--- src/rtl/mem_loader_if.sv ---
// ---------------------------------------------------------------------------
// mem_loader_if: byte-stream input, mem write port and status of the boot loader.
//
// Handshake: a byte moves on a rising clk edge exactly when in_valid and
// in_ready are both 1 in the cycle before that edge. in_data is ignored while
// in_valid is 0. A byte offered while in_ready is 0 is not consumed and must be
// held by the source until it is accepted.
//
// master: the loader (drives in_ready, the mem port and status)
// slave : the environment (drives the byte stream, observes everything else)
// ---------------------------------------------------------------------------
interface mem_loader_if;
    logic        in_valid;
    logic [7:0]  in_data;
    logic        in_ready;
    logic [15:0] mem_addr;
    logic [15:0] mem_wdata;
    logic        mem_we;
    logic        cpu_hold;
    logic        done;
    logic        err;

    modport master (
        input  in_valid, in_data,
        output in_ready, mem_addr, mem_wdata, mem_we, cpu_hold, done, err
    );

    modport slave (
        output in_valid, in_data,
        input  in_ready, mem_addr, mem_wdata, mem_we, cpu_hold, done, err
    );
endinterface

--- src/rtl/mem_loader.sv ---
// ---------------------------------------------------------------------------
// mem_loader: boot-time program loader.
// Accepts CNT_LO, CNT_HI, then 2N payload bytes (16-bit little-endian words)
// and writes each word to BASE_ADDR+i through the shared mem port, keeping
// the cpu in reset until the whole image has been written.
//
// Optional feature: define LOADER_CHECKSUM_EN to require one trailing byte
// equal to the XOR of every preceding stream byte (header included). Without
// the macro no checksum state or logic exists.
//
// o_dbg_state exposes the FSM state for checkers.
// ---------------------------------------------------------------------------
module mem_loader #(
    parameter logic [15:0] BASE_ADDR = 16'h0000,
    parameter logic [15:0] MAX_WORDS = 16'd1024
) (
    input  logic         clk,
    input  logic         rst_n,
    mem_loader_if.master bus,
    output logic [2:0]   o_dbg_state
);

    // S_CSUM is only reachable when the checksum feature is built.
    typedef enum logic [2:0] {
        S_HDR_LO  = 3'd0,
        S_HDR_HI  = 3'd1,
        S_DATA_LO = 3'd2,
        S_DATA_HI = 3'd3,
        S_FINISH  = 3'd4,
        S_DONE    = 3'd5,
        S_ERR     = 3'd6,
        S_CSUM    = 3'd7
    } state_t;

`ifdef LOADER_CHECKSUM_EN
    localparam state_t AFTER_PAYLOAD = S_CSUM;
`else
    localparam state_t AFTER_PAYLOAD = S_FINISH;
`endif

    state_t      r_state;
    state_t      w_next;
    logic [15:0] r_cnt;
    logic [15:0] r_idx;
    logic [7:0]  r_lo;
    logic        r_we;
    logic [15:0] r_addr;
    logic [15:0] r_wdata;

    logic        w_in_ready;
    logic        w_xfer;
    logic [15:0] w_cnt_full;
    logic        w_last;

    // Full count as it will be once CNT_HI is latched; decides HDR_HI exit.
    assign w_cnt_full = {bus.in_data, r_cnt[7:0]};
    assign w_last     = (r_idx == (r_cnt - 16'd1));
    assign w_xfer     = bus.in_valid & w_in_ready;

`ifdef LOADER_CHECKSUM_EN
    logic [7:0] r_csum;

    // Running XOR of every accepted byte; compared against the trailing byte.
    always_ff @(posedge clk or negedge rst_n) begin
        if (!rst_n) begin
            r_csum <= 8'h00;
        end else if (w_xfer) begin
            r_csum <= r_csum ^ bus.in_data;
        end
    end
`endif

    // Ready only while the loader is still collecting stream bytes.
    always_comb begin
        w_in_ready = 1'b0;
        case (r_state)
            S_HDR_LO, S_HDR_HI, S_DATA_LO, S_DATA_HI: w_in_ready = 1'b1;
`ifdef LOADER_CHECKSUM_EN
            S_CSUM:                                   w_in_ready = 1'b1;
`endif
            default:                                  w_in_ready = 1'b0;
        endcase
    end

    // FSM state register.
    always_ff @(posedge clk or negedge rst_n) begin
        if (!rst_n) begin
            r_state <= S_HDR_LO;
        end else begin
            r_state <= w_next;
        end
    end

    // FSM next state: byte-driven except FINISH, which always moves to DONE.
    always_comb begin
        w_next = r_state;
        case (r_state)
            S_HDR_LO: begin
                if (w_xfer) w_next = S_HDR_HI;
            end
            S_HDR_HI: begin
                if (w_xfer) begin
                    if (w_cnt_full == 16'd0)           w_next = AFTER_PAYLOAD;
                    else if (w_cnt_full > MAX_WORDS)   w_next = S_ERR;
                    else                               w_next = S_DATA_LO;
                end
            end
            S_DATA_LO: begin
                if (w_xfer) w_next = S_DATA_HI;
            end
            S_DATA_HI: begin
                if (w_xfer) w_next = w_last ? AFTER_PAYLOAD : S_DATA_LO;
            end
`ifdef LOADER_CHECKSUM_EN
            S_CSUM: begin
                if (w_xfer) w_next = (bus.in_data == r_csum) ? S_FINISH : S_ERR;
            end
`endif
            S_FINISH: w_next = S_DONE;
            default:  w_next = r_state;
        endcase
    end

    // Header/payload capture and the registered one-cycle mem write.
    always_ff @(posedge clk or negedge rst_n) begin
        if (!rst_n) begin
            r_cnt   <= 16'd0;
            r_idx   <= 16'd0;
            r_lo    <= 8'h00;
            r_we    <= 1'b0;
            r_addr  <= BASE_ADDR;
            r_wdata <= 16'h0000;
        end else begin
            r_we <= 1'b0;
            if (w_xfer) begin
                case (r_state)
                    S_HDR_LO:  r_cnt[7:0]  <= bus.in_data;
                    S_HDR_HI:  r_cnt[15:8] <= bus.in_data;
                    S_DATA_LO: r_lo        <= bus.in_data;
                    S_DATA_HI: begin
                        r_we    <= 1'b1;
                        r_addr  <= BASE_ADDR + r_idx;
                        r_wdata <= {bus.in_data, r_lo};
                        r_idx   <= r_idx + 16'd1;
                    end
                    default: ;
                endcase
            end
        end
    end

    assign bus.in_ready  = w_in_ready;
    assign bus.mem_addr  = r_addr;
    assign bus.mem_wdata = r_wdata;
    assign bus.mem_we    = r_we;
    assign bus.cpu_hold  = (r_state != S_DONE);
    assign bus.done      = (r_state == S_DONE);
    assign bus.err       = (r_state == S_ERR);
    assign o_dbg_state   = r_state;

endmodule
--- src/flat_wrapper.sv ---
// flat-port wrapper written by rule: the top's interface ports become plain ports
module mem_loader_flat 
#(
    parameter logic [15:0] BASE_ADDR = 16'h0000,
    parameter logic [15:0] MAX_WORDS = 16'd1024
)
  (clk, rst_n, o_dbg_state, bus_in_valid, bus_in_data, bus_in_ready, bus_mem_addr, bus_mem_wdata, bus_mem_we, bus_cpu_hold, bus_done, bus_err);
  mem_loader_if bus_i ();
  input  logic clk;
  input  logic rst_n;
  output logic [2:0] o_dbg_state;
  input wire logic [$bits(bus_i.in_valid)-1:0] bus_in_valid;
  input wire logic [$bits(bus_i.in_data)-1:0] bus_in_data;
  output wire logic [$bits(bus_i.in_ready)-1:0] bus_in_ready;
  output wire logic [$bits(bus_i.mem_addr)-1:0] bus_mem_addr;
  output wire logic [$bits(bus_i.mem_wdata)-1:0] bus_mem_wdata;
  output wire logic [$bits(bus_i.mem_we)-1:0] bus_mem_we;
  output wire logic [$bits(bus_i.cpu_hold)-1:0] bus_cpu_hold;
  output wire logic [$bits(bus_i.done)-1:0] bus_done;
  output wire logic [$bits(bus_i.err)-1:0] bus_err;
  assign bus_i.in_valid = bus_in_valid;
  assign bus_i.in_data = bus_in_data;
  assign bus_in_ready = bus_i.in_ready;
  assign bus_mem_addr = bus_i.mem_addr;
  assign bus_mem_wdata = bus_i.mem_wdata;
  assign bus_mem_we = bus_i.mem_we;
  assign bus_cpu_hold = bus_i.cpu_hold;
  assign bus_done = bus_i.done;
  assign bus_err = bus_i.err;
  mem_loader #(.BASE_ADDR(BASE_ADDR), .MAX_WORDS(MAX_WORDS)) u_core (.clk(clk), .rst_n(rst_n), .bus(bus_i), .o_dbg_state(o_dbg_state));
endmodule
--- config.mk ---
export PLATFORM = sky130hd
export DESIGN_NAME = mem_loader_flat
export DESIGN_NICKNAME = d
export VERILOG_FILES = /design/src/rtl/mem_loader_if.sv /design/src/rtl/mem_loader.sv /design/src/flat_wrapper.sv
export SDC_FILE = /design/constraint.sdc
export NUM_CORES = 1
export LEC_CHECK = 0
export ABC_CLOCK_PERIOD_IN_PS = 2400
export BUFFER_PORTS_ARGS = -buffer_cell sky130_fd_sc_hd__buf_2
export CORE_AREA = 2 2 96 98
export DETAILED_ROUTE_END_ITERATION = 6
export DIE_AREA = 0 0 98 100
export PLACE_DENSITY_LB_ADDON = 0.15
export SLEW_MARGIN = 0
export SYNTH_ARGS = -nofsm -noshare
export SYNTH_HDL_FRONTEND = slang
export SYNTH_SLANG_ARGS = --single-unit
export TNS_END_PERCENT = 20
--- constraint.sdc ---
create_clock -name clk -period 2.4 [get_ports clk]
set_clock_uncertainty 0.15 [all_clocks]
set_input_delay 0.36 -clock clk [delete_from_list [all_inputs] [get_ports clk]]
set_output_delay 0.36 -clock clk [all_outputs]
set_load 0.05 [all_outputs]
=== Word-level counts from Yosys, hierarchy flattened ===
Cells that the tools add are included.

* Register bits after elaboration: 76
* Output and inout bits: 40

* Add/subtract/negate cells: 2
* Reduce and logical (&&, ||, !) cells: 9
* Bitwise gates (word level): 1
* Equality and inequality tests: 12
* Order comparisons: 1
* Muxes and demuxes: 11

{| class="wikitable"
|+ Operator list
! cell !! number
|-
| $mux W3 || 7
|-
| $add A16 B1 Y16 const B || 1
|-
| $eq A16 B16 Y1 || 1
|-
| $gt A16 B11 Y1 const B || 1
|-
| $logic_not A16 Y1 || 1
|-
| $sub A16 B1 Y16 const B || 1
|-
| $pmux W3 S5 || 1
|-
| $eq A3 B3 Y1 const B || 3
|-
| $ne A2 B1 Y1 const B || 4
|-
| $reduce_and A2 Y1 || 4
|-
| $eq A3 B2 Y1 const B || 2
|-
| $reduce_and A5 Y1 || 1
|-
| $reduce_bool A5 Y1 || 1
|-
| $reduce_or A4 Y1 || 1
|-
| $eq A3 B1 Y1 const B || 1
|-
| $logic_not A3 Y1 || 1
|-
| $mux W1 || 3
|-
| $ne A3 B3 Y1 const B || 1
|-
| $and A1 B1 Y1 || 1
|}

=== Logic depth before layout (Yosys ltp) ===
* Depth in word-level cells: 6
* Depth in mapped cells: 8
* Depth with buffers taken out: 8

=== Worst setup path before layout ===
OpenSTA, ideal clock, no wires.

* Kind: reg2out
* From: reg u_core.r_state[2], in the netlist u_core.o_dbg_state[2]
* To: out bus_err
* Arrival time: 2.296 ns
* Stages on the path, launching flop included: 3
* Setup slack: -0.406 ns
* Data required time: 1.890 ns
* Cell sequence: dfrtp_1 > inv_1 > nor3b_1

* Cells in the longest elaborated chain, start to end: 1

{| class="wikitable"
|+ RTL lines
! element !! RTL line !! text
|-
| start: declaration || mem_loader.sv:41 || <nowiki>state_t r_state;</nowiki>
|-
| start signal: assignment || mem_loader.sv:90 || <nowiki>r_state <= w_next;</nowiki>
|-
| $eq A3 B3 Y1 || mem_loader.sv:158 || <nowiki>assign bus.err = (r_state == S_ERR);</nowiki>
|-
| end: declaration || flat_wrapper.sv:20 || <nowiki>output wire logic [$bits(bus_i.err)-1:0] bus_err;</nowiki>
|}

No other way between the ends.

=== Worst setup path after layout ===
* From: reg u_core.r_cnt[3]
* To: reg u_core.r_state[1], in the netlist u_core.o_dbg_state[1]

* Cells in the longest elaborated chain, start to end: 5
* Elaborated cells between the ends (all ways): 8
* Those cells by class: add/sub: 1; eq/ne: 1; mux: 5; reduce/logical: 1

{| class="wikitable"
|+ RTL lines
! element !! RTL line !! text
|-
| start: declaration || mem_loader.sv:43 || <nowiki>logic [15:0] r_cnt;</nowiki>
|-
| start signal: assignment || mem_loader.sv:137 || <nowiki>S_HDR_LO: r_cnt[7:0] <= bus.in_data;</nowiki>
|-
| $sub A16 B1 Y16 || mem_loader.sv:57 || <nowiki>assign w_last = (r_idx == (r_cnt - 16'd1));</nowiki>
|-
| $eq A16 B16 Y1 || mem_loader.sv:57 ||
|-
| $mux W3 (2 in a row) || mem_loader.sv:112 || <nowiki>if (w_xfer) w_next = w_last ? AFTER_PAYLOAD : S_DATA_LO;</nowiki>
|-
| $pmux W3 S5 * || mem_loader.sv:97 || <nowiki>case (r_state)</nowiki>
|}

Every way passes the cells marked *; elsewhere a longest branch is shown, timed or not. The select of a mux whose other input is x is not followed.
A chain may end at the register's enable or synchronous reset.

==> flow_metrics.py <==
metrics = {
    "yosys": {
        "synth_ff_type": "dfrtp_1",
        "yosys.area.top_type": "dfrtp_1",
        "synth_area_um2": 3490,
        "synth_top_area_share_pct": 54.4,
        "yosys_warnings": 0,
        "yosysUniqueCellTypes": 43,
        "syn-num-nets": 358,
        "synth-seq-cells": 76,
        "syn-mean-instance-area_um2": 10.1,
        "synthTopCellsByArea": "dfrtp_1, nand2_1, xnor2_1",
        "synth_commonest_cells": "nand2_1, dfrtp_1, xnor2_1",
        "postSynthCellCount": 345,
        "ys_seq_area_share_pct": 54.4,
        "synthArstFlopShare_pct": 100,
        "synth_edf_count": 0,
        "yosysMostFrequentCell": "nand2_1",
    },
    "die": {
        "die_w_um": 98,
        "core.rowCount": 35,
        "die_h_um": 100,
        "die-area_um2": 9800,
        "core_area_um2": 8890,
        "io_pins": 51,
        "start_util_pct": 39.3,
    },
    "global_routing": {
        "grt_pass1_vias": 2663,
        "track_usage_pct": 17.4,
        "grt_antenna_before_repair": 0,
        "grt_overflow": 0,
        "grt_pass1_wl_um": 13500,
        "grt_max_degree": 39,
    },
    "worst_setup_path": {
        "slowest_stage": "or4_4",
        "ff2ff_setup_slack_ps": 100,
        "cp_cell_sequence": "or4_4, or3_4, a221oi_2, o211ai_1, nand4b_1, o21a_1",
        "path_class": "flop to flop",
        "crit_buf_inv": 0,
        "end_kind": "flop",
        "max_stage_delay_ps": 580,
        "cp_top_family": "simple AND/OR/NAND/NOR gates",
        "cp_max_fo": 5,
        "required_ps": 2480,
        "r2r_cells": 6,
        "r2r_start": "u_core.r_cnt[3]",
        "startpoint_type": "flop",
        "cp.arrival_ps": 2380,
        "r2r_end": "u_core.o_dbg_state[1]",
    },
    "clock_tree": {
        "cts_sinks": 76,
        "cts_tree": "built",
        "clk_pin_slew_worst_paths_ps": 80,
        "numCtsBuffers": 9,
        "htreeDepth": 3,
        "clk_latency_ps": 350,
        "cts_setup_buffers": 0,
        "cts-root-buf": "clkbuf_8",
        "cts_buffer_depth": 2,
    },
    "status": {
        "outcome": "completed",
    },
    "power": {
        "powerDensity_nw_per_um2": 1290,
        "ir_drop_v": 0.000695,
        "finalPower_mw": 5.47,
        "p_leak_nw": 2.09,
    },
    "route": {
        "dr_total_vias": 2619,
        "drt-vias-per-instance": 4.96,
        "wl_per_cell_um": 14.8,
        "antenna_left": 0,
        "drt_pass1_iterations": 5,
        "drt_iter0_drc": 90,
        "drt_wl_total_um": 7810,
        "drc": 0,
    },
    "timing": {
        "min_period_ps": 2300,
        "max_freq_ghz": 0.435,
        "fin_ws_ps": 98.7,
        "worst_pin_slew_ps": 496,
        "hold_slack_ps": 144,
        "min_period_over_period_pct": 95.9,
        "relSlewSlack_pct": 66.9,
        "drv_slew": 0,
        "setup_viol": 0,
        "hold_viol_final": 0,
        "rsz0062_at_grt": "true",
    },
    "cells_and_area": {
        "final_cell_area_um2": 4240,
        "fin_util_pct": 47.7,
        "fin_nets": 425,
        "antennaDiodeCount": 0,
        "area_growth_pct": 21.4,
        "fillCellCount": 869,
        "drive_above_1_share_pct": 27.6,
    },
    "placed_design": {
        "postPlaceCellArea_um2": 3980,
        "hpwl_um": 5630,
        "io_buffer_count": 50,
        "dp_slack_ps": 119,
        "gp_congestion": 0.826,
    },
    "worst_hold_path": {
        "holdCritPathClass": "primary input to flop",
        "hold_start": "bus_in_data[7]",
        "whs_endpoint": "u_core.bus.mem_wdata[15]",
        "hold_depth": 3,
    },
    "job": {
        "maxCapViolCount": 0,
    },
}
==> cells in the final DEF, fill, tap and decap left out, drive strengths merged, types with 2 or more instances in the layout <==
cell type / count
nand2: 107
mux2: 21
a211oi: 2
nor3: 9
buf: 68
a31oi: 2
bufinv: 2
or4: 4
and3: 5
nand4b: 2
ha: 2
clkinv: 2
nor4: 4
xor2: 7
dfrtp: 76
nand3: 9
inv: 7
or3: 4
nand4: 2
a21oi: 4
o21ai: 6
clkbuf: 11
xnor2: 29
nor2b: 3
clkinvlp: 2
nor3b: 2
nor2: 9
==> per-layer routing <==
layer	vias to the layer above	track usage, %	part of all wire (%)
met4	0	6.09	1.5
met1	1260	24.6	50
met5	-	0	0
li1	1288	-	-
met3	12	3.41	4.3
met2	59	26.9	44
==> tightest hold or removal path, cell delays in order <==
cell     delay [ps]
buf_2           140
nand2_1          60
nand2_1          40
==> how the worst max path moves through the flow <==
stage	from	endpoint	cells after the start
finish	u_core.r_cnt[3]	u_core.o_dbg_state[1]	6
global route	u_core.r_cnt[3]	u_core.o_dbg_state[1]	6
CTS	u_core.r_cnt[5]	u_core.o_dbg_state[1]	6
detailed placement	u_core.r_cnt[5]	u_core.o_dbg_state[1]	6
global placement	u_core.r_cnt[0]	u_core.o_dbg_state[2]	9
floorplan	u_core.o_dbg_state[0]	u_core.o_dbg_state[1]	8
==> sequential cells by signal (all words and copies together), names as in the netlist <==
name,flops
u_core.o_dbg_state,3
u_core.r_idx,16
u_core.r_lo,8
u_core.bus.mem_addr,16
u_core.r_cnt,16
u_core.bus.mem_wdata,16
u_core.bus.mem_we,1
==> metrics by stage <==
stage / std cells / setup TNS (ps)
2_1_floorplan: 345 / -55.1
3_3_place_gp: 511 / 0
3_5_place_dp: 511 / 0
4_1_cts: 528 / 0
5_1_grt: 528 / -24.0
6_report: 528 / 0
==> layout make-up <==
class	instances	area (µm²)	share of cell area [%]
sequential	76	1900	44.9
multi-input combinational	248	1540	36.2
timing repair buffer	69	398	9.38
clock buffer	11	151	3.57
tap	111	139	3.28
clock inverter	5	83.8	1.98
inverter	8	30.0	0.708
==> repair_timing <==
action / 4_1_cts / 5_1_grt
resized for setup: 0 / 4
hold buffers: 1 / 0
hold endpoints to repair: 35 / 0
setup endpoints to repair: 0 / 2
==> power by group <==
group | internal, mW | total (mW) | leakage (nW) | switching, mW
clock | 0.644 | 1.12 | 0.112 | 0.479
combinational | 0.811 | 2.31 | 1.01 | 1.50
sequential | 1.69 | 2.04 | 0.970 | 0.347
==> cell families after synthesis <==
kind of cell / Yosys count / share of synthesized area (%)
buffers and inverters: 21 / 2.26
AND/OR/NAND/NOR: 166 / 22.2
AO/OA/AOI/OAI: 23 / 4.55
flip-flops: 76 / 54.4
adder cells (fa/ha/maj): 2 / 0.716
XOR/XNOR: 36 / 9.03
multiplexers: 21 / 6.77
No activity file was read; power rests on OpenSTA's default activity.
